[src/rtl/match_resp_reorder.sv]
// match_resp_reorder
//   Allocates a slot ID for each match request group, gathers tagged
//   per-lane match lengths from NUM_CH response channels, and hands
//   completed groups back to the job PE strictly in allocation order.
//   Up to GRP_DEPTH groups can be outstanding at once.
//
// Ports
//   clk, rst_n            clock, asynchronous active-low reset
//   req_group_valid/ready request-group handshake (ready = slot free)
//   req_group_strb        lanes that will receive a response
//   req_group_id          slot ID the next group will get (= wr_ptr)
//   resp_valid/ready      per-channel response handshake (ready tied high)
//   resp_tag              per channel {group_id, lane}
//   resp_match_len        per channel match length
//   resp_group_valid/ready head-group handshake towards the job PE
//   resp_group_match_len  head group lengths, lane i at [i*LEN_W +: LEN_W]
//   resp_group_strb       expected mask of the head group
//   resp_group_id         slot ID of the head group
//   occupancy             number of allocated slots
//   err_sticky            protocol violation seen since reset
module match_resp_reorder #(
  parameter int NUM_CH    = 4,
  parameter int LANES     = 4,
  parameter int LANE_LOG2 = 2,
  parameter int GRP_DEPTH = 4,
  parameter int GRP_LOG2  = 2,
  parameter int LEN_W     = 8
) (
  input  logic                                  clk,
  input  logic                                  rst_n,
  input  logic                                  req_group_valid,
  output logic                                  req_group_ready,
  input  logic [LANES-1:0]                      req_group_strb,
  output logic [GRP_LOG2-1:0]                   req_group_id,
  input  logic [NUM_CH-1:0]                     resp_valid,
  output logic [NUM_CH-1:0]                     resp_ready,
  input  logic [NUM_CH*(GRP_LOG2+LANE_LOG2)-1:0] resp_tag,
  input  logic [NUM_CH*LEN_W-1:0]               resp_match_len,
  output logic                                  resp_group_valid,
  input  logic                                  resp_group_ready,
  output logic [LANES*LEN_W-1:0]                resp_group_match_len,
  output logic [LANES-1:0]                      resp_group_strb,
  output logic [GRP_LOG2-1:0]                   resp_group_id,
  output logic [GRP_LOG2:0]                     occupancy,
  output logic                                  err_sticky
);

  localparam int TAG_W = GRP_LOG2 + LANE_LOG2;
  localparam logic [GRP_LOG2:0]   FULL_C  = (GRP_LOG2+1)'(GRP_DEPTH);
  localparam logic [GRP_LOG2:0]   CNT_ONE = (GRP_LOG2+1)'(1);
  localparam logic [GRP_LOG2-1:0] PTR_ONE = GRP_LOG2'(1);

  logic [GRP_LOG2-1:0] wr_ptr_q, wr_ptr_d;
  logic [GRP_LOG2-1:0] rd_ptr_q, rd_ptr_d;
  logic [GRP_LOG2:0]   cnt_q, cnt_d;
  logic                err_q, err_d;
  logic [LANES-1:0]    expected_q [GRP_DEPTH];
  logic [LANES-1:0]    expected_d [GRP_DEPTH];
  logic [LANES-1:0]    received_q [GRP_DEPTH];
  logic [LANES-1:0]    received_d [GRP_DEPTH];
  logic [LEN_W-1:0]    len_q [GRP_DEPTH][LANES];
  logic [LEN_W-1:0]    len_d [GRP_DEPTH][LANES];

  logic                push_s;
  logic                pop_s;
  logic                head_done_s;
  logic [GRP_DEPTH-1:0] alloc_s;
  logic [LANES*LEN_W-1:0] match_len_s;

  assign req_group_ready  = (cnt_q != FULL_C);
  assign req_group_id     = wr_ptr_q;
  assign resp_ready       = '1;
  assign head_done_s      = (cnt_q != '0) && (received_q[rd_ptr_q] == expected_q[rd_ptr_q]);
  assign resp_group_valid = head_done_s;
  assign resp_group_strb  = expected_q[rd_ptr_q];
  assign resp_group_id    = rd_ptr_q;
  assign resp_group_match_len = match_len_s;
  assign occupancy        = cnt_q;
  assign err_sticky       = err_q;
  assign push_s           = req_group_valid && req_group_ready;
  assign pop_s            = head_done_s && resp_group_ready;

  // Slot g is live when its distance from rd_ptr (mod depth) is below cnt.
  always_comb begin
    logic [GRP_LOG2-1:0] dist_v;
    alloc_s = '0;
    dist_v  = '0;
    for (int g = 0; g < GRP_DEPTH; g++) begin
      dist_v     = GRP_LOG2'(g) - rd_ptr_q;
      alloc_s[g] = ({1'b0, dist_v} < cnt_q);
    end
  end

  // Head-group data; lanes outside the expected mask read as zero.
  always_comb begin
    match_len_s = '0;
    for (int i = 0; i < LANES; i++) begin
      if (expected_q[rd_ptr_q][i]) begin
        match_len_s[i*LEN_W +: LEN_W] = len_q[rd_ptr_q][i];
      end else begin
        match_len_s[i*LEN_W +: LEN_W] = '0;
      end
    end
  end

  // Next state: pop clears the head, responses fill lanes, push opens a slot.
  always_comb begin
    logic [GRP_LOG2-1:0]  g_v;
    logic [LANE_LOG2-1:0] l_v;
    logic [TAG_W-1:0]     tag_v;
    logic [LANES-1:0]     taken_v [GRP_DEPTH];
    wr_ptr_d   = wr_ptr_q;
    rd_ptr_d   = rd_ptr_q;
    cnt_d      = cnt_q;
    err_d      = err_q;
    expected_d = expected_q;
    received_d = received_q;
    len_d      = len_q;
    g_v        = '0;
    l_v        = '0;
    tag_v      = '0;
    for (int g = 0; g < GRP_DEPTH; g++) begin
      taken_v[g] = '0;
    end

    if (pop_s) begin
      expected_d[rd_ptr_q] = '0;
      received_d[rd_ptr_q] = '0;
      rd_ptr_d             = rd_ptr_q + PTR_ONE;
    end else begin
      rd_ptr_d = rd_ptr_q;
    end

    // Channels are scanned low to high so the lowest index wins a shared lane;
    // taken_v catches same-cycle duplicates that received_q cannot see yet.
    for (int c = 0; c < NUM_CH; c++) begin
      if (resp_valid[c]) begin
        tag_v = resp_tag[c*TAG_W +: TAG_W];
        g_v   = tag_v[TAG_W-1:LANE_LOG2];
        l_v   = tag_v[LANE_LOG2-1:0];
        if (alloc_s[g_v] && expected_q[g_v][l_v] && !received_q[g_v][l_v] && !taken_v[g_v][l_v]) begin
          taken_v[g_v][l_v]    = 1'b1;
          received_d[g_v][l_v] = 1'b1;
          len_d[g_v][l_v]      = resp_match_len[c*LEN_W +: LEN_W];
        end else begin
          err_d = 1'b1;
        end
      end else begin
        err_d = err_d;
      end
    end

    // The slot at wr_ptr is never live when a push fires, so no response
    // above can have touched it this cycle.
    if (push_s) begin
      expected_d[wr_ptr_q] = req_group_strb;
      received_d[wr_ptr_q] = '0;
      for (int i = 0; i < LANES; i++) begin
        len_d[wr_ptr_q][i] = '0;
      end
      wr_ptr_d = wr_ptr_q + PTR_ONE;
    end else begin
      wr_ptr_d = wr_ptr_q;
    end

    case ({push_s, pop_s})
      2'b10:   cnt_d = cnt_q + CNT_ONE;
      2'b01:   cnt_d = cnt_q - CNT_ONE;
      default: cnt_d = cnt_q;
    endcase
  end

  // State registers; reset discards every slot and partial response.
  always_ff @(posedge clk or negedge rst_n) begin
    if (!rst_n) begin
      wr_ptr_q <= '0;
      rd_ptr_q <= '0;
      cnt_q    <= '0;
      err_q    <= 1'b0;
      for (int g = 0; g < GRP_DEPTH; g++) begin
        expected_q[g] <= '0;
        received_q[g] <= '0;
        for (int i = 0; i < LANES; i++) begin
          len_q[g][i] <= '0;
        end
      end
    end else begin
      wr_ptr_q   <= wr_ptr_d;
      rd_ptr_q   <= rd_ptr_d;
      cnt_q      <= cnt_d;
      err_q      <= err_d;
      expected_q <= expected_d;
      received_q <= received_d;
      len_q      <= len_d;
    end
  end

endmodule

[config.mk]
export PLATFORM = sky130hd
export DESIGN_NAME = match_resp_reorder
export DESIGN_NICKNAME = d
export VERILOG_FILES = /design/src/rtl/match_resp_reorder.sv
export SDC_FILE = /design/constraint.sdc
export NUM_CORES = 1
export LEC_CHECK = 0
export CAP_MARGIN = 20
export CORE_AREA = 2 2 168 170
export CTS_CLUSTER_SIZE = 16
export DETAILED_ROUTE_END_ITERATION = 16
export DIE_AREA = 0 0 170 172
export PLACE_DENSITY = 0.85
export SLEW_MARGIN = 20
export SYNTH_ARGS = -nofsm -noshare
export SYNTH_HDL_FRONTEND = slang
export SYNTH_SLANG_ARGS = --single-unit
[constraint.sdc]
create_clock -name clk -period 5.5 [get_ports clk]
set_input_delay 1.65 -clock clk [delete_from_list [all_inputs] [get_ports clk]]
set_output_delay 1.65 -clock clk [all_outputs]
set_load 0.02 [all_outputs]
==> load_flow_metrics.sql <==
INSERT INTO impl_metrics (metric_group, metric, value, unit) VALUES
('timing', 'final_period_minus_worst_setup_slack', '5.41', 'ns'),
('clock_tree', 'clock-sinks', '168', ''),
('synth', 'synth.lib_cells_used.distinct', '94', ''),
('routing', 'route.detailed.vias_per_inst', '7.10', ''),
('clock_tree', 'cts_tree', 'built', ''),
('setup_path', 'crit_path_top_delay_cell', 'sky130_fd_sc_hd__clkdlybuf4s50_1', ''),
('cells_and_area', 'n_antenna_cell', '0', ''),
('power', 'power.leakage', '8.13', 'nW'),
('synth', 'synth.yosys.seq_area_share', '28.2', '%'),
('power', 'report.power.total', '7.96', 'mW'),
('placement', 'routabilityCongestion', '1.09', ''),
('placement', 'placed_cells_incl_taps', '2231', ''),
('clock_tree', 'number_of_buffers_created_by_cts', '17', ''),
('timing', 'timing.final.hold_violations', '0', ''),
('timing', 'min_period_over_period', '98.4', '%'),
('setup_path', 'critical-path-top-cell-by-count', 'sky130_fd_sc_hd__buf_4', ''),
('setup_path', 'start_kind', 'input pin', ''),
('cells_and_area', 'multi_input_comb_area', '0.00988', 'mm²'),
('routing', 'detailedRoute.firstIterationViolations', '2652', ''),
('setup_path', 'crit_path_max_incr_delay', '0.59', 'ns'),
('global_routing', 'largest_net_degree_at_the_start_of_global_routing', '106', ''),
('cells_and_area', 'post_layout_nonfiller_instances', '2270', ''),
('clock_tree', 'h-tree-depth', '4', ''),
('routing', 'drt.antenna.violating_nets', '0', ''),
('timing', 'hold_ws', '0.526', 'ns'),
('routing', 'drt-pass1-iter-count', '6', ''),
('timing', 'setup_tns', '0', 'ns'),
('placement', 'numPortBuffers', '105', ''),
('synth', 'netlist_top_cells_area', 'sky130_fd_sc_hd__dfrtp_1, sky130_fd_sc_hd__mux2i_1, sky130_fd_sc_hd__mux4_2, sky130_fd_sc_hd__a21oi_1, sky130_fd_sc_hd__nor2_1', ''),
('placement', 'place_area', '0.0172', 'mm²'),
('cells_and_area', 'area.growth.synth_to_final', '20.2', '%'),
('timing', 'worst_slew_pin_slew', '1.23', 'ns'),
('cells_and_area', 'final_nets', '1985', ''),
('timing', 'fmax', '185', 'MHz'),
('synth', 'synthesis.area_per_instance', '8.49', 'µm²'),
('clock_tree', 'max-clock-path-buffers', '2', ''),
('synth', 'synth_seq_cells', '168', ''),
('placement', 'preCtsSetupSlack', '-0.579', 'ns'),
('floorplanning', 'placeableCoreArea', '0.0275', 'mm²'),
('setup_path', 'path_max_fanout', '17', ''),
('power', 'cellPowerDensity', '444', 'mW/mm²'),
('global_routing', 'first_global_vias', '15900', ''),
('timing', 'setup_violations', '0', ''),
('setup_path', 'crit_arrival', '5.73', 'ns'),
('floorplanning', 'chip_width', '170', 'µm'),
('setup_path', 'critical_path.top_delay_family', 'buffers and inverters', ''),
('timing', 'finalClockSkew', '0.0167', 'ns'),
('global_routing', 'grt_pass1_wl', '91800', 'µm'),
('status', 'outcome', 'finished, final reports clean', ''),
('clock_tree', 'clock_transition_at_the_register_clock_pins_on_the_worst_setup_and_hold_paths_after_cts', '0.07', 'ns'),
('setup_path', 'timing.critical_path.required', '5.82', 'ns'),
('floorplanning', 'dieArea', '0.0292', 'mm²'),
('cells_and_area', 'final-seq-area', '0.00421', 'mm²'),
('global_routing', 'grt_use_total', '41.6', '%'),
('clock_tree', 'clk_root_buffer_cell', 'sky130_fd_sc_hd__clkbuf_16', ''),
('routing', 'avgRoutedWirePerCell', '27.0', 'µm'),
('cells_and_area', 'post-route-util', '65.3', '%'),
('timing', 'postLayoutSetupSlackWorst', '0.0876', 'ns'),
('global_routing', 'grt_antenna_before_repair', '1', ''),
('routing', 'route.final.wire_length', '61300', 'µm'),
('synth', 'yosysTopAreaCellShare', '28.2', '%'),
('cells_and_area', 'drive_above_1_share', '21.0', '%'),
('synth', 'synthFlopType', 'sky130_fd_sc_hd__dfrtp_1', ''),
('power', 'ir_drop', '252', 'µV'),
('synth', 'syn-cell-area', '0.0149', 'mm²'),
('cells_and_area', 'final_cell_area', '0.0179', 'mm²'),
('setup_path', 'setup.worst_path.end_class', 'flip-flop', ''),
('synth', 'post-synth-top-area-cell', 'sky130_fd_sc_hd__dfrtp_1', ''),
('cells_and_area', 'fillers', '2202', ''),
('timing', 'slew_violations', '0', ''),
('floorplanning', 'starting_density_of_the_core', '54.3', '%');
cells in the final DEF (no fill, tap or decap), types with 12 or more instances in the layout:
master	n
sky130_fd_sc_hd__dfrtp_1	166
sky130_fd_sc_hd__a211oi_2	23
sky130_fd_sc_hd__mux4_2	47
sky130_fd_sc_hd__o31ai_1	42
sky130_fd_sc_hd__clkbuf_16	17
sky130_fd_sc_hd__a21oi_1	168
sky130_fd_sc_hd__buf_4	194
sky130_fd_sc_hd__mux2_2	37
sky130_fd_sc_hd__inv_1	24
sky130_fd_sc_hd__o21ai_0	51
sky130_fd_sc_hd__mux2i_1	172
sky130_fd_sc_hd__and3_1	12
sky130_fd_sc_hd__a211oi_1	99
sky130_fd_sc_hd__nand3_1	83
sky130_fd_sc_hd__clkdlybuf4s50_1	102
sky130_fd_sc_hd__o21ai_1	13
sky130_fd_sc_hd__nor2b_1	49
sky130_fd_sc_hd__ha_1	13
sky130_fd_sc_hd__nor3_1	14
sky130_fd_sc_hd__nand2_1	135
sky130_fd_sc_hd__nand2b_1	22
sky130_fd_sc_hd__nor2_1	219
cells in the mapped netlist (all sizes together) (25+ instances only):
cell / count
nand3: 85
a211oi: 122
dfrtp: 168
mux4: 47
nor2b: 49
mux2i: 172
o21ai: 66
buf: 66
nor2: 222
a21oi: 168
inv: 25
nand2: 135
clkbuf: 114
mux2: 37
o31ai: 43
worst register-to-register path, delay by kind of cell, from the launching register on:
kind	cells	cell delay, ns
compound gates	5	1.21
flops	1	0.41
simple gates	6	1.06
fa+ha+maj	2	0.50
mux	1	0.39
buf+inv	7	1.16
timing repair:
| action | 4_1_cts | 5_1_grt |
|---|---|---|
| gates resized for setup | 2 | 19 |
| hold buffers | 0 | 0 |
| endpoints found under the setup margin | 9 | 109 |
| setup buffers | 0 | 6 |
| pin swaps | 0 | 6 |
| gates cloned | 0 | 1 |
path summary, 6_finish.rpt:
kind / from / endpoint / slack [ns] / depth (start not counted)
worst max register to register: resp_group_id[0]$_DFFE_PN0P_ / len_q[99]$_DFF_PN0_ / 0.63 / 21
max in group asynchronous: rst_n / len_q[20]$_DFF_PN0_ / 3.19 / 2
worst min-delay path: occupancy[1]$_DFFE_PN0P_ / occupancy[1]$_DFFE_PN0P_ / 0.53 / 2
worst max-delay path: resp_tag[6] / len_q[69]$_DFF_PN0_ / 0.09 / 21
worst min register to register: occupancy[1]$_DFFE_PN0P_ / occupancy[1]$_DFFE_PN0P_ / 0.53 / 2
min in group asynchronous: rst_n / err_sticky$_DFF_PN0_ / 1.17 / 1
logic make-up after synthesis:
group | count (synthesis) | share of synthesized area (%)
fa+ha+maj | 14 | 1.22
flops | 168 | 28.2
other cells | 1 | 0.0251
mux | 256 | 21.4
xor+xnor | 10 | 0.587
simple gates | 623 | 20.4
buf+inv | 207 | 6.54
compound gates | 478 | 21.6
flip-flops by register name, indices dropped and copies added (netlist names):
signal and count:
len_q 128, expected_q 16, received_q 16, occupancy 3, req_group_id 2, resp_group_id 2, err_sticky 1
power by group:
group          internal [mW]  leakage (nW)  total [mW]  switching, mW
Clock                  0.641         0.274        1.22          0.578
Combinational           2.11          5.64        4.54           2.43
Sequential              1.75          2.22        2.20          0.451
Total                   4.50          8.13        7.96           3.46
layer usage:
| metal | wire length (µm) | GRT usage [%] | up-vias |
|---|---|---|---|
| met5 | 0 | 0 | - |
| met4 | 4610 | 27.3 | 0 |
| met3 | 8180 | 11.6 | 373 |
| met2 | 26600 | 63.8 | 1372 |
| met1 | 21900 | 51.6 | 7611 |
| li1 | - | - | 6757 |
area by class of cell:
type                    count  share of cell area, %
inverters                  27                  0.565
repair buffers            311                   15.3
clock inverters            13                  0.677
well taps                 346                   2.41
flip-flops and latches    168                   23.5
clock buffers              19                   2.47
multi-input cells        1386                   55.1
Note: power is estimated with default switching activity, not from simulation.
